<file path="src/rtl/pmod_led_pkg.sv">
// Shared types and constants for the UART-fed LED pixel path.
package pmod_led_pkg;
  localparam int PIXEL_W         = 24;
  localparam int BYTES_PER_PIXEL = 3;

  typedef enum logic [2:0] {
    IDLE,
    START,
    DATA,
    STOP,
    WAIT_HIGH
  } rx_state_e;
endpackage

</file>
<file path="src/rtl/uart_rx_byte.sv">
// 8N1 UART byte receiver with input synchroniser and idle-gap detector.
module uart_rx_byte
  import pmod_led_pkg::*;
#(
  parameter int CLKS_PER_BIT = 104,
  parameter int GAP_BITS     = 20
) (
  input  logic       clk,
  input  logic       rst,
  input  logic       rx,
  output logic [7:0] byte_data,
  output logic       byte_valid,
  output logic       framing_err,
  output logic       gap
);
  localparam int CNT_W     = $clog2(CLKS_PER_BIT);
  localparam int GAP_LIMIT = GAP_BITS * CLKS_PER_BIT;
  localparam int GAP_W     = $clog2(GAP_LIMIT + 1);
  localparam logic [CNT_W-1:0] CNT_LAST = CNT_W'(CLKS_PER_BIT - 1);
  localparam logic [CNT_W-1:0] CNT_HALF = CNT_W'(CLKS_PER_BIT / 2);

  logic rx_p0, rx_p1, rx_s;
  rx_state_e state, state_n;
  logic [CNT_W-1:0] cnt, cnt_n;
  logic [2:0] bit_idx, bit_idx_n;
  logic [7:0] shift, shift_n;
  logic done_n, ferr_n, gap_run;
  logic [GAP_W-1:0] gap_cnt;

  // stage p0/p1: two-flop synchroniser, idles high
  always_ff @(posedge clk) begin
    if (rst) begin
      rx_p0 <= 1'b1;
      rx_p1 <= 1'b1;
    end else begin
      rx_p0 <= rx;
      rx_p1 <= rx_p0;
    end
  end
  assign rx_s = rx_p1;

  always_ff @(posedge clk) begin
    if (rst) begin
      state       <= IDLE;
      cnt         <= '0;
      bit_idx     <= '0;
      byte_valid  <= 1'b0;
      framing_err <= 1'b0;
    end else begin
      state       <= state_n;
      cnt         <= cnt_n;
      bit_idx     <= bit_idx_n;
      byte_valid  <= done_n;
      framing_err <= ferr_n;
    end
  end

  always_ff @(posedge clk) begin
    shift <= shift_n;
    if (done_n) byte_data <= shift;
  end

  always_comb begin
    state_n   = state;
    cnt_n     = cnt + 1'b1;
    bit_idx_n = bit_idx;
    shift_n   = shift;
    done_n    = 1'b0;
    ferr_n    = 1'b0;
    case (state)
      IDLE: begin
        cnt_n = '0;
        if (!rx_s) state_n = START;
      end
      START: begin
        if (cnt == CNT_HALF) begin
          cnt_n     = '0;
          bit_idx_n = '0;
          state_n   = rx_s ? IDLE : DATA;
        end
      end
      DATA: begin
        if (cnt == CNT_LAST) begin
          cnt_n     = '0;
          shift_n   = {rx_s, shift[7:1]};
          bit_idx_n = bit_idx + 1'b1;
          if (bit_idx == 3'd7) state_n = STOP;
        end
      end
      STOP: begin
        if (cnt == CNT_LAST) begin
          cnt_n = '0;
          if (rx_s) begin
            done_n  = 1'b1;
            state_n = IDLE;
          end else begin
            ferr_n  = 1'b1;
            state_n = WAIT_HIGH;
          end
        end
      end
      WAIT_HIGH: begin
        cnt_n = '0;
        if (rx_s) state_n = IDLE;
      end
      default: state_n = IDLE;
    endcase
  end

  // Gap counter saturates so one long idle period yields a single pulse.
  assign gap_run = (state == IDLE) && rx_s;

  always_ff @(posedge clk) begin
    if (rst) begin
      gap_cnt <= '0;
      gap     <= 1'b0;
    end else begin
      gap <= gap_run && (gap_cnt == GAP_W'(GAP_LIMIT - 1));
      if (!gap_run) gap_cnt <= '0;
      else if (gap_cnt != GAP_W'(GAP_LIMIT)) gap_cnt <= gap_cnt + 1'b1;
    end
  end
endmodule

</file>
<file path="src/rtl/uart_pixel_rx.sv">
// UART byte stream to 24-bit pixel words, buffered in a small FIFO with valid/ready output.
module uart_pixel_rx
  import pmod_led_pkg::*;
#(
  parameter int CLK_HZ     = 12000000,
  parameter int BAUD       = 115200,
  parameter int FIFO_DEPTH = 4,
  parameter int GAP_BITS   = 20
) (
  input  logic                          CLK,
  input  logic                          RST,
  input  logic                          RX,
  output logic [PIXEL_W-1:0]            pixel_data,
  output logic                          pixel_valid,
  input  logic                          pixel_ready,
  output logic [$clog2(FIFO_DEPTH):0]   fifo_level,
  output logic                          frame_gap,
  output logic                          framing_err,
  output logic                          overflow
);
  localparam int CLKS_PER_BIT = CLK_HZ / BAUD;
  localparam int PTR_W        = $clog2(FIFO_DEPTH);
  localparam int LVL_W        = PTR_W + 1;

  logic [7:0] rx_byte;
  logic rx_byte_valid;
  logic [1:0] byte_idx;
  logic [15:0] pix_hi;
  logic [PIXEL_W-1:0] mem [FIFO_DEPTH];
  logic [PTR_W-1:0] wr_ptr, rd_ptr;
  logic [LVL_W-1:0] level;
  logic push_req, push, pop, full;

  uart_rx_byte #(
    .CLKS_PER_BIT(CLKS_PER_BIT),
    .GAP_BITS    (GAP_BITS)
  ) u_rx (
    .clk        (CLK),
    .rst        (RST),
    .rx         (RX),
    .byte_data  (rx_byte),
    .byte_valid (rx_byte_valid),
    .framing_err(framing_err),
    .gap        (frame_gap)
  );

  assign push_req = rx_byte_valid && (byte_idx == 2'(BYTES_PER_PIXEL - 1));
  assign pop      = pixel_valid && pixel_ready;
  assign full     = (level == LVL_W'(FIFO_DEPTH));
  // A simultaneous pop frees the slot, so a full FIFO still accepts the push.
  assign push     = push_req && (!full || pop);

  always_ff @(posedge CLK) begin
    if (RST) begin
      byte_idx <= '0;
      wr_ptr   <= '0;
      rd_ptr   <= '0;
      level    <= '0;
      overflow <= 1'b0;
    end else begin
      overflow <= push_req && full && !pop;
      if (framing_err || frame_gap) byte_idx <= '0;
      else if (rx_byte_valid) byte_idx <= push_req ? 2'd0 : byte_idx + 1'b1;
      if (push) wr_ptr <= wr_ptr + 1'b1;
      if (pop) rd_ptr <= rd_ptr + 1'b1;
      case ({push, pop})
        2'b10:   level <= level + 1'b1;
        2'b01:   level <= level - 1'b1;
        default: level <= level;
      endcase
    end
  end

  always_ff @(posedge CLK) begin
    if (rx_byte_valid && byte_idx == 2'd0) pix_hi[15:8] <= rx_byte;
    if (rx_byte_valid && byte_idx == 2'd1) pix_hi[7:0]  <= rx_byte;
    if (push) mem[wr_ptr] <= {pix_hi, rx_byte};
  end

  assign pixel_valid = (level != '0);
  assign pixel_data  = pixel_valid ? mem[rd_ptr] : '0;
  assign fifo_level  = level;
endmodule

</file>
<file path="config.mk">
export PLATFORM = sky130hd
export DESIGN_NAME = uart_pixel_rx
export DESIGN_NICKNAME = d
export VERILOG_FILES = /design/src/rtl/pmod_led_pkg.sv /design/src/rtl/uart_rx_byte.sv /design/src/rtl/uart_pixel_rx.sv
export SDC_FILE = /design/constraint.sdc
export NUM_CORES = 1
export LEC_CHECK = 0
export BUFFER_PORTS_ARGS = -buffer_cell sky130_fd_sc_hd__buf_2
export CAP_MARGIN = 20
export CORE_MARGIN = 1.5
export CORE_UTILIZATION = 32
export CTS_BUF_LIST = sky130_fd_sc_hd__clkbuf_8
export CTS_CLUSTER_DIAMETER = 80
export DETAILED_ROUTE_END_ITERATION = 16
export GPL_ROUTABILITY_DRIVEN = 1
export SYNTH_ARGS = -nofsm -noshare
export SYNTH_HDL_FRONTEND = slang
export SYNTH_SLANG_ARGS = --single-unit
</file>
<file path="constraint.sdc">
create_clock -name CLK -period 2.8 [get_ports CLK]
set_input_delay 0.28 -clock CLK [delete_from_list [all_inputs] [get_ports CLK]]
set_output_delay 0.28 -clock CLK [all_outputs]
set_load 0.01 [all_outputs]
</file>
==> results.yml <==
min_path:
  hold_path.startpoint: "pixel_ready"
  hold_depth: 4
  hold-path-endpoint: "rd_ptr[0]$_SDFFE_PP0P_"
  worst_hold_path_type: "in2reg"
sta:
  slew_headroom_pct: 42.5
  layout_worst_path_cycle_share_pct: 84.7
  hold_viol_final: 0
  tightest_slew_ns: 0.859
  setup_repair_after_global_routing_missed_its_margin: "no"
  maxClockFrequency_ghz: 0.422
  report.final.setup_viol: 0
  final.setup.tns_ns: 0
  final.setup_skew_ns: 0.0108
  finalCriticalPeriod_ns: 2.37
  slew_viol_final: 0
final_layout:
  antenna_cells: 0
  stdcell_area_sq_um: 7510
  nets: 476
  drive_above_1_share_pct: 21.7
  area_delta_synth_final_pct: 13.7
  fillerInstances: 1884
synth:
  synthFlopType: "sky130_fd_sc_hd__edfxtp_1"
  synth_compound_area_share_pct: 2.44
  mapped_cells: 414
  synth-seq-cells: 170
  postSynth.asyncResetShare_pct: 0
  synth_cell_type_count: 48
  largest_cells_by_area_after_synthesis: "sky130_fd_sc_hd__edfxtp_1, sky130_fd_sc_hd__dfxtp_1, sky130_fd_sc_hd__mux4_2"
  synth.area.mux_share_pct: 8.49
  synth_sequential_area_ratio_pct: 70.9
  number_of_synthesized_flops_with_an_enable_pin: 128
  synth-warning-count: 0
  net_count_after_synthesis: 429
  simple_gate_area_share_of_the_yosys_netlist_pct: 11.8
  post_synth.cell_area_avg_sq_um: 15.9
  main_combinational_cell_family_by_area_after_synthesis: "simple AND/OR/NAND/NOR gates"
  yosys.area_share.xor_xnor_pct: 2.39
  synth_adder_area_share_pct: 2.20
  yosysTopAreaCellShare_pct: 58.2
  mappedNetlistArea_sq_um: 6600
  synth_top_cell_by_area: "sky130_fd_sc_hd__edfxtp_1"
grt:
  grt_pass1_vias: 3618
  track_usage_pct: 11.3
  grt_pass1_wl_um: 18700
  grt-ovfl-total: 0
  grt_antenna_before_repair: 0
  grt_max_degree: 28
setup_path:
  cp.arrival_ns: 2.09
  r2r.worst_path.cells: 5
  minimum_setup_slack_among_reg_to_reg_paths_ns: 0.66
  timing.critical_path.required_ns: 2.52
  path_max_fanout: 24
  category_of_the_worst_setup_path_launch_point: "flop"
  rr_endpoint: "u_rx.byte_data[6]$_DFFE_PP_"
  timing.critical_path.to_type: "output pin"
  regToRegStartpoint: "u_rx.cnt[0]$_SDFF_PP0_"
  critPathKind: "reg2out"
cts:
  cts_made_buffers: 17
  cts_max_path_buffers: 2
  cts.repair.resized: 0
  tritoncts: "built"
  cts-htree-levels: 4
  clkSlewWorstSetupHoldPaths_ns: 0.08
  post_cts_buffers: 0
  sink_count: 170
  clockRootBuffer: "sky130_fd_sc_hd__clkbuf_8"
  cts_hold_buffers: 1
  clk_latency_ns: 0.45
power:
  pwr_density_cell_nw_per_um2: 587
  vdd.ir_drop.worst_v: 0.000315
  power_leakage_nw: 2.54
die:
  initial_core_util_pct: 32.6
  die_w_um: 147
  pin_count: 35
  num_rows: 52
  core_sq_um: 20200
  die-area_sq_um: 21500
  die-height_um: 147
routing:
  drt_first_pass_iters: 5
  vias_per_cell: 4.67
  overall_via_count_from_detail_route: 3477
  post_drt_wl_per_cell_um: 15.3
  initialDrtViolationCount: 187
  finalWirelength_um: 11400
  antenna_violation_net_count_after_detailed_routing: 0
  drc: 0
placed_design:
  place.port_buffers: 34
  place.gp.congestion: 0.779
  detailed_place_hpwl_um: 7290
  postPlaceCellArea_sq_um: 7110
job:
  timing.max_cap.violations: 0
status:
  run_status: "finished clean"
## worst max path at each step
stage / to / slack, ns / cells past startpoint
after floorplan: fifo_level[1]$_SDFFE_PP0P_ / 0.52 / 8
after global routing: pixel_data[7] / 0.24 / 4
after global placement: u_rx.byte_data[0]$_DFFE_PP_ / 0.73 / 5
after detailed placement: u_rx.byte_data[3]$_DFFE_PP_ / 0.66 / 5
after CTS: pixel_data[7] / 0.34 / 4
final: pixel_data[7] / 0.43 / 4
## per-layer routing
metal / track usage, % / share of wire, % / vias to the layer above
li1: - / - / 1663
met4: 4.09 / 0.43 / 0
met2: 18.6 / 51 / 62
met3: 3.22 / 4.2 / 4
met1: 14.1 / 44 / 1748
met5: 0 / 0 / -
## cells in the final DEF, fill, tap and decap left out, types with 8 or more instances in the layout
cell type / synthesis / layout
sky130_fd_sc_hd__edfxtp_1: 128 / 128
sky130_fd_sc_hd__dfxtp_1: 42 / 42
sky130_fd_sc_hd__buf_2: 7 / 34
sky130_fd_sc_hd__nor2_1: 31 / 31
sky130_fd_sc_hd__and2_1: 29 / 29
sky130_fd_sc_hd__mux4_2: 24 / 24
sky130_fd_sc_hd__nand3_1: 18 / 18
sky130_fd_sc_hd__clkbuf_8: 0 / 17
sky130_fd_sc_hd__inv_1: 13 / 13
sky130_fd_sc_hd__nand2_1: 13 / 13
sky130_fd_sc_hd__xor2_1: 12 / 12
sky130_fd_sc_hd__ha_1: 10 / 10
sky130_fd_sc_hd__buf_4: 0 / 8
## report_power, final
group	switching [mW]	total, mW	leakage, nW	internal, mW
clock	0.943	1.68	0.195	0.741
sequential	0.00887	2.68	1.49	2.67
combinational	0.0249	0.0403	0.858	0.0155
## synthesized netlist by cell type, types with 2 or more instances
cell / number
sky130_fd_sc_hd__inv_1: 13
sky130_fd_sc_hd__mux2i_1: 2
sky130_fd_sc_hd__mux4_2: 24
sky130_fd_sc_hd__nor2_1: 31
sky130_fd_sc_hd__or3_1: 2
sky130_fd_sc_hd__xnor2_1: 6
sky130_fd_sc_hd__a21o_1: 2
sky130_fd_sc_hd__nand3_1: 18
sky130_fd_sc_hd__a31oi_1: 2
sky130_fd_sc_hd__and4_1: 3
sky130_fd_sc_hd__and2_1: 29
sky130_fd_sc_hd__nor3_1: 6
sky130_fd_sc_hd__nand4b_1: 2
sky130_fd_sc_hd__nor2b_1: 6
sky130_fd_sc_hd__edfxtp_1: 128
sky130_fd_sc_hd__nand4_1: 4
sky130_fd_sc_hd__o211ai_1: 2
sky130_fd_sc_hd__nand2_1: 13
sky130_fd_sc_hd__nand3b_1: 2
sky130_fd_sc_hd__buf_2: 7
sky130_fd_sc_hd__a211oi_1: 3
sky130_fd_sc_hd__dfxtp_1: 42
sky130_fd_sc_hd__a21oi_1: 6
sky130_fd_sc_hd__or2_2: 2
sky130_fd_sc_hd__or4_1: 2
sky130_fd_sc_hd__nor4_1: 6
sky130_fd_sc_hd__ha_1: 10
sky130_fd_sc_hd__clkbuf_1: 7
sky130_fd_sc_hd__and3_1: 4
sky130_fd_sc_hd__xor2_1: 12
## area by class of cell
class,instances,area [sq um],share of cell area [%]
clock inverter,15,159,2.12
sequential,170,4680,62.4
multi-input combinational,216,1800,24.0
tap,270,338,4.50
inverter,13,48.8,0.650
clock buffer,17,234,3.12
timing repair buffer,43,240,3.20
## logic make-up after synthesis
family	Yosys count
XOR/XNOR	18
buffers and inverters	28
multiplexers	26
AO/OA/AOI/OAI	22
AND/OR/NAND/NOR	139
adder cells (fa/ha/maj)	11
flip-flops	170
## registers in the layout, indices dropped and copies added, names as in the netlist, named ones only
name / count
u_rx.state: 3
u_rx.byte_data: 8
overflow: 1
byte_idx: 2
u_rx.rx_p0: 1
u_rx.cnt: 7
mem: 96
u_rx.bit_idx: 3
rd_ptr: 2
u_rx.gap: 1
u_rx.framing_err: 1
u_rx.rx_p1: 1
pix_hi: 16
fifo_level: 3
u_rx.gap_cnt: 12
wr_ptr: 2
u_rx.byte_valid: 1
u_rx.shift: 8
## per-stage QoR
step	total power, mW	utilization, %	worst slack, ns	hold slack [ns]	std cells
4_1_cts	4.46	37.1	0.340	0.229	744
2_1_floorplan	2.77	-	0.521	0.349	414
5_1_grt	4.56	37.1	0.245	0.277	744
6_report	4.41	37.1	0.429	0.258	744
3_5_place_dp	2.78	35.1	0.658	0.397	711
3_3_place_gp	2.78	35.1	0.731	0.394	711
## critical path, stage by stage, from the launching register on
cell and delay (ns):
sky130_fd_sc_hd__dfxtp_1 0.31, sky130_fd_sc_hd__buf_4 0.40, sky130_fd_sc_hd__mux4_2 0.61, sky130_fd_sc_hd__and2_1 0.18, sky130_fd_sc_hd__buf_2 0.13
No activity file was read; power rests on OpenSTA's default activity.
